==> src/rtl/seq_detector_param.sv <==
// -----------------------------------------------------------------------------
// seq_detector_param
//   Serial pattern detector with a programmable pattern, selectable
//   overlapping / non-overlapping matching and a saturating match counter.
//   An internal divider produces a one-clock sample strobe (tick); every
//   register updates on posedge clk, qualified by tick where needed.
//
// Parameters
//   DIV      board clocks per sample tick (>= 1)
//   PAT_LEN  pattern length in bits (>= 2)
//   PATTERN  pattern to detect, MSB = oldest bit, LSB = newest bit
//   CNT_W    width of the match counter
//
// Ports
//   clk         board system clock
//   rst_n       asynchronous active-low reset
//   x           serial data bit, sampled once per tick
//   overlap_en  1 = overlapping matches, 0 = non-overlapping (read on ticks)
//   clr_cnt     synchronous clear of match_cnt, wins over a same-clock match
//   y           registered match flag, held for one sample period
//   tick        one-clock sample strobe, period DIV clocks
//   heartbeat   toggles on every tick
//   match_cnt   saturating count of matches
//
// Build option
//   SEQ_DET_SYNC_EN  when defined, x passes through a 2-flop synchroniser
//                    before sampling; otherwise x must be synchronous to clk.
// -----------------------------------------------------------------------------
module seq_detector_param #(
  parameter int                 DIV     = 40000000,
  parameter int                 PAT_LEN = 3,
  parameter logic [PAT_LEN-1:0] PATTERN = 3'b101,
  parameter int                 CNT_W   = 8
) (
  input  logic             clk,
  input  logic             rst_n,
  input  logic             x,
  input  logic             overlap_en,
  input  logic             clr_cnt,
  output logic             y,
  output logic             tick,
  output logic             heartbeat,
  output logic [CNT_W-1:0] match_cnt
);

  localparam int                DIV_W    = (DIV > 1) ? $clog2(DIV) : 1;
  localparam int                FILL_W   = $clog2(PAT_LEN + 1);
  localparam logic [DIV_W-1:0]  DIV_LAST = DIV_W'(DIV - 1);
  localparam logic [FILL_W-1:0] FILL_MAX = FILL_W'(PAT_LEN);
  localparam logic [FILL_W:0]   LEN_X    = (FILL_W + 1)'(PAT_LEN);
  localparam logic [CNT_W-1:0]  CNT_MAX  = '1;

  logic [DIV_W-1:0]   div_q,  div_d;
  logic               tick_q, tick_d;
  logic [PAT_LEN-2:0] hist_q, hist_d;
  logic [FILL_W-1:0]  fill_q, fill_d;
  logic               y_q,    y_d;
  logic               hb_q,   hb_d;
  logic [CNT_W-1:0]   cnt_q,  cnt_d;

  logic               x_s;
  logic [PAT_LEN-1:0] window;
  logic [FILL_W:0]    fill_inc;
  logic               match;

`ifdef SEQ_DET_SYNC_EN
  logic x_meta_q, x_sync_q;

  always_ff @(posedge clk or negedge rst_n) begin
    if (!rst_n) begin
      x_meta_q <= 1'b0;
      x_sync_q <= 1'b0;
    end else begin
      x_meta_q <= x;
      x_sync_q <= x_meta_q;
    end
  end

  assign x_s = x_sync_q;
`else
  assign x_s = x;
`endif

  always_comb begin
    // tick is registered: it is raised on the same edge that loads DIV-1
    // into the divider, so tick==1 exactly while div_q==DIV-1.
    div_d  = (div_q == DIV_LAST) ? '0 : div_q + DIV_W'(1);
    tick_d = (div_d == DIV_LAST);

    window   = {hist_q, x_s};
    // fill counts bits already in the history; +1 accounts for the bit
    // being sampled now.
    fill_inc = {1'b0, fill_q} + (FILL_W + 1)'(1);
    match    = tick_q && (window == PATTERN) && (fill_inc >= LEN_X);

    hist_d = hist_q;
    fill_d = fill_q;
    y_d    = y_q;
    hb_d   = hb_q;
    if (tick_q) begin
      hist_d = window[PAT_LEN-2:0];
      hb_d   = ~hb_q;
      y_d    = match;
      if (match && !overlap_en) begin
        fill_d = '0;
      end else if (fill_q != FILL_MAX) begin
        fill_d = fill_q + FILL_W'(1);
      end
    end

    cnt_d = cnt_q;
    if (clr_cnt) begin
      cnt_d = '0;
    end else if (match && (cnt_q != CNT_MAX)) begin
      cnt_d = cnt_q + CNT_W'(1);
    end
  end

  always_ff @(posedge clk or negedge rst_n) begin
    if (!rst_n) begin
      div_q  <= '0;
      tick_q <= 1'b0;
      hist_q <= '0;
      fill_q <= '0;
      y_q    <= 1'b0;
      hb_q   <= 1'b0;
      cnt_q  <= '0;
    end else begin
      div_q  <= div_d;
      tick_q <= tick_d;
      hist_q <= hist_d;
      fill_q <= fill_d;
      y_q    <= y_d;
      hb_q   <= hb_d;
      cnt_q  <= cnt_d;
    end
  end

  assign y         = y_q;
  assign tick      = tick_q;
  assign heartbeat = hb_q;
  assign match_cnt = cnt_q;

endmodule

==> config.mk <==
export PLATFORM = sky130hd
export DESIGN_NAME = seq_detector_param
export DESIGN_NICKNAME = d
export VERILOG_FILES = /design/src/rtl/seq_detector_param.sv
export SDC_FILE = /design/constraint.sdc
export NUM_CORES = 1
export LEC_CHECK = 0
export ABC_CLOCK_PERIOD_IN_PS = 1800
export BUFFER_PORTS_ARGS = -buffer_cell sky130_fd_sc_hd__clkbuf_2
export CELL_PAD_IN_SITES_DETAIL_PLACEMENT = 1
export CELL_PAD_IN_SITES_GLOBAL_PLACEMENT = 1
export CORE_MARGIN = 5
export CORE_UTILIZATION = 42
export DETAILED_ROUTE_END_ITERATION = 8
export PLACE_DENSITY_LB_ADDON = 0.1
export SYNTH_ARGS = -nofsm -noshare
export SYNTH_HDL_FRONTEND = slang
export SYNTH_SLANG_ARGS = --single-unit
export TNS_END_PERCENT = 5
==> constraint.sdc <==
create_clock -name clk -period 1.8 [get_ports clk]
set_input_delay 0.36 -clock clk [delete_from_list [all_inputs] [get_ports clk]]
set_output_delay 0.36 -clock clk [all_outputs]
set_load 0.02 [all_outputs]
Word-level counts from Yosys, hierarchy flattened
Cells that the tools add are included.
- input bits: 5
- output and inout bits: 11
- register bits: 41
- word-level logic and storage cells: 31
- $add $sub $neg: 4
- reduce and logical (&&, ||, !) cells: 8
- bitwise operators: 1
- equality and inequality tests: 5
- $lt $le $gt $ge: 1
- multiplexer cells: 5
- operators by type and width (cell ; count):
    == test 26 bit (second input constant) ; 2
    adder 26 x 1 -> 26 bit (second input constant) ; 1
    2-to-1 mux 26 bit ; 1
    2-to-1 mux 8 bit ; 2
    adder 8 x 1 -> 8 bit (second input constant) ; 1
    inequality test 8 bit (second input constant) ; 1
    logical AND 1 bit ; 4
    2-to-1 mux 2 bit ; 2
    nonzero test 2 bit ; 2
    adder 2 x 1 -> 3 bit (second input constant) ; 1
    == test 3 bit (second input constant) ; 1
    >= comparator 3 x 2 -> 1 bit (second input constant) ; 1
    adder 2 x 1 -> 2 bit (second input constant) ; 1
    inequality test 2 bit (second input constant) ; 1
    AND reduction 2 bit ; 1
    logical NOT 1 bit ; 1
    NOT 1 bit ; 1

Longest topological paths before layout
- word-level depth: 6
- depth in mapped cells: 8

Worst setup path before layout
OpenSTA, ideal clock, no wires.
- path kind: flip-flop to flip-flop
- start: register div_q[0]
- end: register tick_q, in the netlist tick
- arrival: 1.859 ns
- path buffers: 1
- stages on the path, launching flop included: 9
- data required time: 1.732 ns
- slack: -0.127 ns
- path through: dfrtp_1 -> ha_1 -> and3_1 -> buf_2 -> xnor2_1 -> nor4b_1 -> o2111ai_1 -> nor4bb_1 -> and4_1
- word-level cells in the longest chain between the ends: 3
- elaborated cells on any way between the ends: 4
- RTL lines (element ; RTL line ; text):
    start, declared ; 53 ; logic [DIV_W-1:0] div_q, div_d;
    start signal, assigned ; 129 ; div_q <= div_d;
    adder 26 x 1 -> 26 bit or == test 26 bit (tied branches) ; 87 ; div_d = (div_q == DIV_LAST) ? '0 : div_q + DIV_W'(1);
    2-to-1 mux 26 bit (*) ; 87 ;
    == test 26 bit (*) ; 88 ; tick_d = (div_d == DIV_LAST);
    net tick_d ; 54 ; logic tick_q, tick_d;
    end signal, assigned ; 130 ; tick_q <= tick_d;
    end, declared ; 54 ;
The timed path passes the listed nets; every way through them passes the cells marked *.
A chain may end at the register's enable or synchronous reset.

Worst setup path after layout
Ends and elaborated chain as after synthesis.

==> results.tsv <==
stage	metric	value	unit
synth	synth-simple-area-share	27.6	%
status	status	finished, violations left	
synth	synth-main-ff-cell	dfrtp_1	
floorplanning	die_h	82.8	µm
synth	synth_warnings	0	
drt	antenna_left	0	
sta	setup_ws	-0.238	ns
synth	synthAdderAreaFrac	2.81	%
drt	via_per_inst	5.34	
synth	synth-seq-cells	41	
synth	syn_nets	237	
layout	design_area	0.00302	mm²
synth	synthTopCellsByArea	dfrtp_1, xor2_1, xnor2_1	
status	violations	negative setup slack	
layout	final_cell_mix	buf_4, dfrtp_1, nor2_1	
sta	finClkSkew	0.00988	ns
clock_network	cts_tree	built	
sta	tightestPinTransition	0.520	ns
floorplanning	coreArea	0.00514	mm²
layout	instances_no_fill	367	
floorplanning	die_width	82.8	µm
global_routing	grt_pass1_wl	10.4	mm
synth	synth_area	0.00222	mm²
placement	placed_cell_area	0.00273	mm²
clock_network	clock_sinks	41	
global_routing	grt_pass1_vias	2110	
sta	rsz0062_at_grt	true	
global_routing	antenna_found_initial	0	
clock_network	insertion_delay	0.30	ns
synth	synthArstFlopShare	100	%
clock_network	cts.clk_slew.worst_paths	0.08	ns
synth	synth.distinct_cells	44	
worst_setup_path	cp-end-kind	flop	
synth	synth_top_cell_area_share	46.1	%
sta	fin_crit	2.04	ns
drt	dr_wl_met3	182	µm
clock_network	cts_buffers	5	
pwr	p_total	1.68	mW
pwr	p_leak	1.43	nW
layout	antenna_cells	0	
floorplanning	dieArea	0.00685	mm²
placement	gp_congestion	0.818	
synth	synth_edf_count	0	
layout	fin_util	58.8	%
drt	met1_length	2.68	mm
worst_setup_path	path_cells	buf_6 -> nand4_1 -> or4_1 -> mux2i_1 -> a21oi_1 -> nor2_1 -> and4_1	
drt	wl_per_cell	17.2	µm
sta	slew_viol_final	0	
placement	place_inst	355	
placement	dp.final_hpwl	4.37	mm
drt	first_iter_violations	85	
worst_setup_path	required	1.98	ns
global_routing	grt_usage	20.2	%
drt	wl_met2	3.36	mm
worst_setup_path	slowest_delay	0.57	ns
global_routing	grt_max_degree	42	
clock_network	cts_hold_buffers	0	
floorplanning	rows	26	
placement	io_buffer_count	15	
worst_hold_path	hold_path.class	input pin to async pin	
worst_setup_path	cp-start-kind	flop	
sta	slew_headroom	65.3	%
synth	synth_top_family_by_area	simple AND/OR/NAND/NOR gates	
worst_setup_path	crit_type	flop to flop	
worst_setup_path	r2r-start	div_q[0]	
synth	syn-instance-count	227	
layout	layout_commonest_cell	buf_4	
drt	post-route-drc-count	0	
floorplanning	initial_core_util	43.3	%
drt	first_pass_iters	4	
clock_network	clk_root_buffer_cell	clkbuf_8	
sta	max_freq	0.491	GHz
global_routing	gr-total-overflow	0	
floorplanning	io_pins	16	
worst_setup_path	worstReg2RegEnd	tick	
synth	synth_top_area_cell	dfrtp_1	
clock_network	clock_path_buffers	2	
sta	period_share	113	%
worst_setup_path	reg2reg_setup_slack	-0.24	ns
drt	via_count	1961	
clock_network	cts.htree.levels	2	
drt	totalWireLength	6.31	mm
pwr	powerDensity	555	mW/mm²
worst_setup_path	cpMaxStageDelayCell	or4_1	
layout	drive_above_1_share	37.4	%
synth	synthMuxAreaShare	1.91	%
synth	syn_avg_cell_area	9.80	µm²
flow_run	maxCapViolations	0	
synth	synth_seq_area_share	46.1	%
pwr	peakVddDrop	292	µV
worst_setup_path	crit_fanout	5	
worst_setup_path	cp.arrival	2.22	ns
layout	nets	307	
synth	synth-compound-area-share	6.41	%
sta	finalHoldViolations	0	
synth	synthXorXnorAreaFrac	11.8	%
placement	place_ws	-0.205	ns
sta	setup_viol	4	
drt	topRoutingLayerUsed	met4	
layout	syn_to_final_growth	35.9	%
worst_setup_path	rr_worst_depth	7	
## worst max-delay path, delay by kind of cell (launching register included)
family,cells,cell delay (ns)
AOI/OAI and AO/OA,1,0.16
and+or+nand+nor,4,1.05
DFF,1,0.42
buffers and inverters,1,0.13
muxes,1,0.16
## routing by layer
layer / vias up / global-route usage (%)
met5: - / 0
met4: 0 / 5.23
met3: 11 / 3.78
met2: 28 / 37.0
met1: 980 / 24.0
li1: 942 / -
## worst max path at each step
stage             start   end  slack (ns)  cells after the start
2_1_floorplan  div_q[0]  tick       -0.07                      8
3_3_place_gp   div_q[4]  tick       -0.12                      8
3_5_place_dp   div_q[0]  tick       -0.20                      7
4_1_cts        div_q[1]  tick       -0.20                      8
5_1_grt        div_q[0]  tick       -0.34                      8
6_report       div_q[0]  tick       -0.24                      7
## registers in the layout, indices dropped and copies added, names as in the netlist
name	flops
fill_q	2
match_cnt	8
hist_q	2
heartbeat	1
div_q	26
y	1
tick	1
## power by group
group / switching, mW / internal [mW] / leakage, nW
logic: 0.0215 / 0.00456 / 0.827
registers: 0 / 0.920 / 0.548
clock network: 0.329 / 0.404 / 0.0540
## stage by stage
stage | hold WS [ns] | setup TNS (ns)
2_1_floorplan | 0.0644 | -0.200
3_3_place_gp | 0.449 | -0.118
3_5_place_dp | 0.462 | -0.287
4_1_cts | 0.137 | -0.410
5_1_grt | 0.172 | -1.67
6_report | 0.116 | -0.422
## Yosys cell counts, types with 2 or more instances
cell       count
o2111ai_1      2
buf_2          4
o21ai_0       11
inv_1          6
ha_1           5
clkbuf_2       3
nor2_1        24
xor2_1        18
nand4_1       13
nand4b_1       2
and3_1         6
nand2_1       15
nand3_1       11
a21oi_1        5
dfrtp_1       41
and4_1         3
nor2b_1        5
nor3_1         6
or3_1          4
nor4_1         6
xnor2_1       12
mux2_2         2
mux2i_1        2
## kinds of logic (layout without fill, tap and decap cells)
| group | after synthesis | count (layout) |
|---|---|---|
| buffers and inverters | 15 | 85 |
| muxes | 4 | 4 |
| and+or+nand+nor | 108 | 108 |
| DFF | 41 | 41 |
| adders and majority gates | 5 | 5 |
| xor gates and xnor gates | 30 | 30 |
| AOI/OAI and AO/OA | 24 | 24 |
## area by class of cell
class	count	area [µm²]
clock buffer	5	68.8
fill	592	2120
timing repair buffer	72	518
clock inverter	2	35.0
sequential	41	1030
tap	70	87.6
inverter	6	22.5
multi-input combinational	171	1260
## what timing repair did
action,in CTS,in global routing
gates resized for setup,16,17
pin swaps,8,9
setup endpoints to repair,3,24
buffers inserted,5,0
Power figures use the tool's default switching activity.
